**config.mk**
```make
export PLATFORM = sky130hd
export DESIGN_NAME = seu_shift_reg_tester
export DESIGN_NICKNAME = d
export VERILOG_FILES = /design/src/rtl/seu_test_pkg.sv /design/src/rtl/seu_pattern_gen.sv /design/src/rtl/seu_shift_reg_tester.sv
export SDC_FILE = /design/constraint.sdc
export NUM_CORES = 1
export LEC_CHECK = 0
export CORE_AREA = 2 2 124 66
export CTS_CLUSTER_SIZE = 10
export DETAILED_ROUTE_END_ITERATION = 10
export DIE_AREA = 0 0 126 68
export HOLD_SLACK_MARGIN = 0.08
export PLACE_DENSITY = 0.78
export SLEW_MARGIN = 20
export SYNTH_ARGS = -nofsm -noshare
export SYNTH_HDL_FRONTEND = slang
export SYNTH_SLANG_ARGS = --single-unit
```
**constraint.sdc**
```tcl
create_clock -name clk -period 5.1 [get_ports clk]
set_input_delay 1.02 -clock clk [delete_from_list [all_inputs] [get_ports clk]]
set_output_delay 1.02 -clock clk [all_outputs]
set_load 0.05 [all_outputs]
```
**src/rtl/seu_test_pkg.sv**
```systemverilog
// -----------------------------------------------------------------------------
// seu_test_pkg
// Shared definitions for the SEU shift-register chain tester:
//   - state_t      : FSM state encoding (IDLE=0 .. DONE=4)
//   - PAT_*        : pattern_sel codes
//   - pat()        : expected chain bit for readout/fill index k
// -----------------------------------------------------------------------------
package seu_test_pkg;

  typedef enum logic [2:0] {
    ST_IDLE    = 3'd0,
    ST_FILL    = 3'd1,
    ST_HOLD    = 3'd2,
    ST_READOUT = 3'd3,
    ST_DONE    = 3'd4
  } state_t;

  localparam logic [1:0] PAT_ZEROS = 2'd0;  // every bit 0
  localparam logic [1:0] PAT_ONES  = 2'd1;  // every bit 1
  localparam logic [1:0] PAT_ALT   = 2'd2;  // bit k = k[0]
  localparam logic [1:0] PAT_ALT_N = 2'd3;  // bit k = ~k[0]

  // All supported patterns depend on k only through its LSB, so only that
  // bit is passed in.
  function automatic logic pat(input logic k_lsb, input logic [1:0] sel);
    logic b;
    case (sel)
      PAT_ZEROS: b = 1'b0;
      PAT_ONES:  b = 1'b1;
      PAT_ALT:   b = k_lsb;
      PAT_ALT_N: b = ~k_lsb;
      default:   b = 1'b0;
    endcase
    return b;
  endfunction

endpackage

```
**src/rtl/seu_pattern_gen.sv**
```systemverilog
// -----------------------------------------------------------------------------
// seu_pattern_gen
// Combinational pattern bit generator, used for both chain fill and readout
// comparison so the two can never disagree on the pattern definition.
// Ports:
//   k_lsb_i : LSB of the bit index k
//   sel_i   : pattern select code (PAT_*)
//   pat_o   : pattern bit pat(k, sel)
// -----------------------------------------------------------------------------
module seu_pattern_gen
  import seu_test_pkg::*;
(
  input  logic       k_lsb_i,
  input  logic [1:0] sel_i,
  output logic       pat_o
);

  assign pat_o = pat(k_lsb_i, sel_i);

endmodule

```
**src/rtl/seu_shift_reg_tester.sv**
```systemverilog
// -----------------------------------------------------------------------------
// seu_shift_reg_tester
// Fills an SEU test shift-register chain with a known pattern, holds it static
// for hold_cycles exposure cycles, then shifts it out (reloading the same
// pattern behind it) and counts every bit that no longer matches.
//
// Optional build macro: SEU_SHIFT_REG_TESTER_CONT_EN
//   defined   : after each readout, pulse done and go straight back to HOLD,
//               looping until abort; errors accumulate across loops.
//   undefined : single run IDLE -> FILL -> HOLD -> READOUT -> DONE -> IDLE.
//
// Ports:
//   clk, rst_n          : clock, synchronous active-low reset
//   start               : begin a run (sampled in IDLE only)
//   abort               : return to IDLE next cycle, results frozen
//   pattern_sel         : pattern code, latched at start
//   hold_cycles         : exposure length, latched at start
//   sr_data_in, sr_mode : serial data / shift enable into the chain
//   sr_data_out         : chain MSB
//   busy, done          : status; done is a one-cycle pulse
//   err_count, err_flag : mismatch count (saturating) and any-mismatch flag
//   first_err_idx       : readout index of the first mismatch
// -----------------------------------------------------------------------------
module seu_shift_reg_tester
  import seu_test_pkg::*;
#(
  parameter int LENGTH = 50,
  parameter int HOLD_W = 16,
  parameter int CNT_W  = 8,
  parameter int IDX_W  = $clog2(LENGTH)
) (
  input  logic              clk,
  input  logic              rst_n,
  input  logic              start,
  input  logic              abort,
  input  logic [1:0]        pattern_sel,
  input  logic [HOLD_W-1:0] hold_cycles,
  output logic              sr_data_in,
  output logic              sr_mode,
  input  logic              sr_data_out,
  output logic              busy,
  output logic              done,
  output logic [CNT_W-1:0]  err_count,
  output logic              err_flag,
  output logic [IDX_W-1:0]  first_err_idx
);

  localparam logic [IDX_W-1:0] K_LAST = IDX_W'(LENGTH - 1);

  state_t              state_q, state_d;
  logic [IDX_W-1:0]    k_q, k_d;
  logic [HOLD_W-1:0]   hcnt_q, hcnt_d;
  logic [1:0]          sel_q, sel_d;
  logic [HOLD_W-1:0]   hold_q, hold_d;
  logic [CNT_W-1:0]    err_count_q, err_count_d;
  logic                err_flag_q, err_flag_d;
  logic [IDX_W-1:0]    first_idx_q, first_idx_d;
  logic                sr_mode_q, sr_mode_d;
  logic                sr_data_in_q, sr_data_in_d;
  logic                done_q, done_d;
  logic                busy_q, busy_d;
  logic                pat_fill;
  logic                pat_cmp;

  // The fill generator looks at next-state index/select because sr_data_in
  // is registered: the bit shifted at an edge must already be on the pin.
  seu_pattern_gen u_pat_fill (
    .k_lsb_i (k_d[0]),
    .sel_i   (sel_d),
    .pat_o   (pat_fill)
  );

  // The compare generator uses the current index: sr_data_out is the
  // pre-shift chain MSB, so no pipeline alignment is needed.
  seu_pattern_gen u_pat_cmp (
    .k_lsb_i (k_q[0]),
    .sel_i   (sel_q),
    .pat_o   (pat_cmp)
  );

  always_comb begin
    state_d     = state_q;
    k_d         = k_q;
    hcnt_d      = hcnt_q;
    sel_d       = sel_q;
    hold_d      = hold_q;
    err_count_d = err_count_q;
    err_flag_d  = err_flag_q;
    first_idx_d = first_idx_q;
    done_d      = 1'b0;

    if (state_q != ST_IDLE && abort) begin
      state_d = ST_IDLE;
    end else begin
      case (state_q)
        ST_IDLE: begin
          if (start) begin
            sel_d       = pattern_sel;
            hold_d      = hold_cycles;
            err_count_d = '0;
            err_flag_d  = 1'b0;
            first_idx_d = '0;
            k_d         = '0;
            state_d     = ST_FILL;
          end
        end

        ST_FILL: begin
          if (k_q == K_LAST) begin
            k_d     = '0;
            hcnt_d  = '0;
            state_d = (hold_q == '0) ? ST_READOUT : ST_HOLD;
          end else begin
            k_d = k_q + 1'b1;
          end
        end

        ST_HOLD: begin
          if (hcnt_q == hold_q - 1'b1) begin
            k_d     = '0;
            state_d = ST_READOUT;
          end else begin
            hcnt_d = hcnt_q + 1'b1;
          end
        end

        ST_READOUT: begin
          if (sr_data_out != pat_cmp) begin
            if (err_count_q != '1) begin
              err_count_d = err_count_q + 1'b1;
            end
            if (!err_flag_q) begin
              err_flag_d  = 1'b1;
              first_idx_d = k_q;
            end
          end
          if (k_q == K_LAST) begin
            done_d = 1'b1;
            k_d    = '0;
            hcnt_d = '0;
`ifdef SEU_SHIFT_REG_TESTER_CONT_EN
            // Readout reloaded the pattern, so the chain is ready for
            // another exposure without a fresh fill.
            state_d = (hold_q == '0) ? ST_READOUT : ST_HOLD;
`else
            state_d = ST_DONE;
`endif
          end else begin
            k_d = k_q + 1'b1;
          end
        end

        ST_DONE: begin
          state_d = ST_IDLE;
        end

        default: begin
          state_d = ST_IDLE;
        end
      endcase
    end
  end

  assign sr_mode_d    = (state_d == ST_FILL) || (state_d == ST_READOUT);
  assign sr_data_in_d = sr_mode_d & pat_fill;
  assign busy_d       = (state_d != ST_IDLE);

  always_ff @(posedge clk) begin
    if (!rst_n) begin
      state_q      <= ST_IDLE;
      k_q          <= '0;
      hcnt_q       <= '0;
      sel_q        <= '0;
      hold_q       <= '0;
      err_count_q  <= '0;
      err_flag_q   <= 1'b0;
      first_idx_q  <= '0;
      sr_mode_q    <= 1'b0;
      sr_data_in_q <= 1'b0;
      done_q       <= 1'b0;
      busy_q       <= 1'b0;
    end else begin
      state_q      <= state_d;
      k_q          <= k_d;
      hcnt_q       <= hcnt_d;
      sel_q        <= sel_d;
      hold_q       <= hold_d;
      err_count_q  <= err_count_d;
      err_flag_q   <= err_flag_d;
      first_idx_q  <= first_idx_d;
      sr_mode_q    <= sr_mode_d;
      sr_data_in_q <= sr_data_in_d;
      done_q       <= done_d;
      busy_q       <= busy_d;
    end
  end

  assign sr_data_in    = sr_data_in_q;
  assign sr_mode       = sr_mode_q;
  assign busy          = busy_q;
  assign done          = done_q;
  assign err_count     = err_count_q;
  assign err_flag      = err_flag_q;
  assign first_err_idx = first_idx_q;

endmodule

```
==> run metrics <==
GPL Wtd Cong 0.9198; CP required 5.30 ns; Fin Hold WS 0.5009 ns; Netlist cell types 57; Cell Pwr Density 322.5 nW/µm²; setup ws final 1.455 ns; number of gates resized after cts 0; Worst Path Class, Setup register to register; Cell Rows 23; worst-skew pair later-pin latency 0.34 ns; DR iter-0 viols 311; most frequent cell after synthesis dfxtp_1; Critical Path Source Type register; Final min period 3.645 ns; Post-Syn Area 3278 µm²; initial antenna violation count 0; clock sinks 62; crit-path max FO 20; status finished, final reports clean; via count 3090; clock tree buffer depth 2; Tcrit/Tclk final 71.48%; max-slew violations 0; VDD IR max 0.1664 mV; clk root buf clkbuf_16; post-CTS setup buffers 0; RSZ-0062 raised after global routing no; Starting Density 43.15%; FF-to-FF path depth 10; Slew HR 48.39%; Area Growth Syn to Fin 23.21%; Core ar. 7597 µm²; cell count after synthesis 400; Die ar. 8568 µm²; Syn Area/Cell 8.195 µm²; Hold-fix buffers, CTS 0; H-tree depth 3; Hold Crit Start hold_q[10]$_SDFFE_PN0P_; Worst EP arrival 3.85 ns; routed len/inst 16.08 µm; gr usage total 20.89%; worst path cell trace inv_1, ha_1, or4b_1, nor4_1, xnor2_1, a2111oi_4, a31oi_2, nor2_2, mux2i_1, nor2_1; number of flops mapped to enable cells by yosys 0; Post-Syn Nets 428; asr flop ratio synth 0%; mux contribution to synthesized area 3.359%; crit path from hold_q[0]$_SDFFE_PN0P_; filler instances 693; Critical Path End Type register; post-synth top area share 37.86%; antenna-violating nets left 0; worst reg2reg setup slack 1.45 ns; Post-Synth Adder-Cell Area 1.908%; Synth Area in Compound Gates 16.83%; antenna cells 0; largest net degree at the start of global routing 27; Fmax achieved 274.3 MHz; endpoints failing hold 0; DP Worst Slack 1.443 ns; Die Ht 68 µm; CTS tree built; top-level I/O count 42; vias in the first global route 2718; area leader, netlist dfxtp_1; Die X 126 µm; final clock skew 0.008258 ns; CP delay by family, top simple AND/OR/NAND/NOR gates; drt total wl 8652 µm; via/cell ratio 5.743; #FFs+latches synth 62; placed cell areas 3749 µm²; WP depth 10; GR Overflow Total 0; largest family of logic cells by synthesized area simple AND/OR/NAND/NOR gates; # port buffers 41; YS warnings 0; reg2reg end hcnt_q[1]$_SDFFE_PN0P_; first-pass GRT wire length 13760 µm; Finished Cell Area 4039 µm²; sequential fraction of the synthesis area 37.86%; clock slew at reported path FFs 0.05 ns; Crit Reg-Reg Startpoint hold_q[0]$_SDFFE_PN0P_; Lkg Pwr 1.453 nW; post-DP HPWL 6318 µm; max_cap viols 0; CP max stage delay 0.67 ns; final net count 462; worst-margin pin slew 0.7693 ns; hold crit path type register to register; Post-Synth XOR/XNOR Area 8.015%; DR pass1 iterations 5; slowest stage cell, crit path or4b_1; Fin Setup TNS 0 ns; CTS buffer count 9; synth top area cells dfxtp_1, nand2_1, nor2_1; worst path buffer plus inverter count 1; synth cell count leaders dfxtp_1, nand2_1, nor2_1; Final setup viols 0; top_reg_cell synth dfxtp_1; Residual DRC 0; Synth Area in Simple Gates 28.47%; Setup crit end hcnt_q[1]$_SDFFE_PN0P_; layout cells sized above 1 6.393%
==> how the worst min path moves through the flow <==
stage	to	slack, ns	cells past startpoint
5_1_grt	hold_q[10]$_SDFFE_PN0P_	0.51	2
4_1_cts	hold_q[10]$_SDFFE_PN0P_	0.50	2
6_report	hold_q[10]$_SDFFE_PN0P_	0.50	2
3_5_place_dp	first_err_idx[5]$_SDFFE_PN0P_	0.49	2
3_3_place_gp	hold_q[15]$_SDFFE_PN0P_	0.48	2
2_1_floorplan	hold_q[13]$_SDFFE_PN0P_	0.46	2
==> flip-flops by register name, summed over array words and instances (netlist names) <==
register / cells
first_err_idx: 6
err_flag: 1
sr_mode: 1
sel_q: 2
sr_data_in: 1
err_count: 8
k_q: 6
busy: 1
done: 1
hold_q: 16
hcnt_q: 16
state_q: 3
==> layer usage <==
| metal | GRT usage, % | vias to the layer above | part of all wire [%] |
|---|---|---|---|
| met4 | 5.907 | 0 | 1.1 |
| met3 | 7.897 | 8 | 7.7 |
| li1 | - | 1503 | - |
| met2 | 26.75 | 120 | 38 |
| met5 | 0 | - | 0 |
| met1 | 31.51 | 1459 | 53 |
==> placed cells by master (no fill, tap or decap), types with 3 or more instances in the layout <==
cell	netlist	final
dfxtp_1	62	62
clkbuf_16	0	9
ha_1	5	5
nand4_1	3	3
a21oi_1	30	30
o31ai_1	9	9
or3_1	9	9
or2_2	3	3
o21ai_1	6	6
o2111ai_1	3	3
o21ai_0	7	7
xor2_1	16	16
nor3_1	3	3
nor4_1	7	7
o221a_1	4	4
nand2b_1	6	6
o211ai_1	4	4
inv_1	7	7
and3_1	6	6
nor2b_1	5	5
nor2_1	41	41
mux2i_1	11	11
nand3_1	15	15
clkdlybuf4s50_1	0	41
or4_1	10	10
xnor2_1	14	14
nand2_1	59	59
==> cells by family after synthesis <==
kind of cell	count (synthesis)
AO/OA/AOI/OAI	80
XOR/XNOR	30
adder cells (fa/ha/maj)	5
buffers and inverters	28
flip-flops	62
multiplexers	11
AND/OR/NAND/NOR	184
==> final cells by class <==
type	instances	area, µm²	share of cell area (%)
inverters	8	30.03	0.7435
clock inverters	4	47.55	1.177
well taps	100	125.1	3.098
clock buffers	11	242.7	6.010
flip-flops and latches	62	1241	30.73
multi-input cells	310	1927	47.71
repair buffers	43	425.4	10.53
==> worst min-delay path, delay by kind of cell (launching register included) <==
family	cells	cell delay, ns
AOI/OAI and AO/OA	1	0.06
and+or+nand+nor	1	0.07
DFF	1	0.32
==> metrics by stage <==
stage | power (mW) | utilization, % | instances
2_1_floorplan | 0.6507 | - | 400
3_3_place_gp | 0.7017 | 49.34 | 523
3_5_place_dp | 0.7082 | 49.34 | 523
4_1_cts | 1.311 | 53.16 | 538
5_1_grt | 1.350 | 53.16 | 538
6_report | 1.303 | 53.16 | 538
==> power breakdown <==
group          total, mW  switching (mW)  internal [mW]
Combinational      0.183           0.106         0.0766
Clock              0.599           0.213          0.386
Sequential         0.521          0.0212          0.500
No activity file was read; power rests on OpenSTA's default activity.
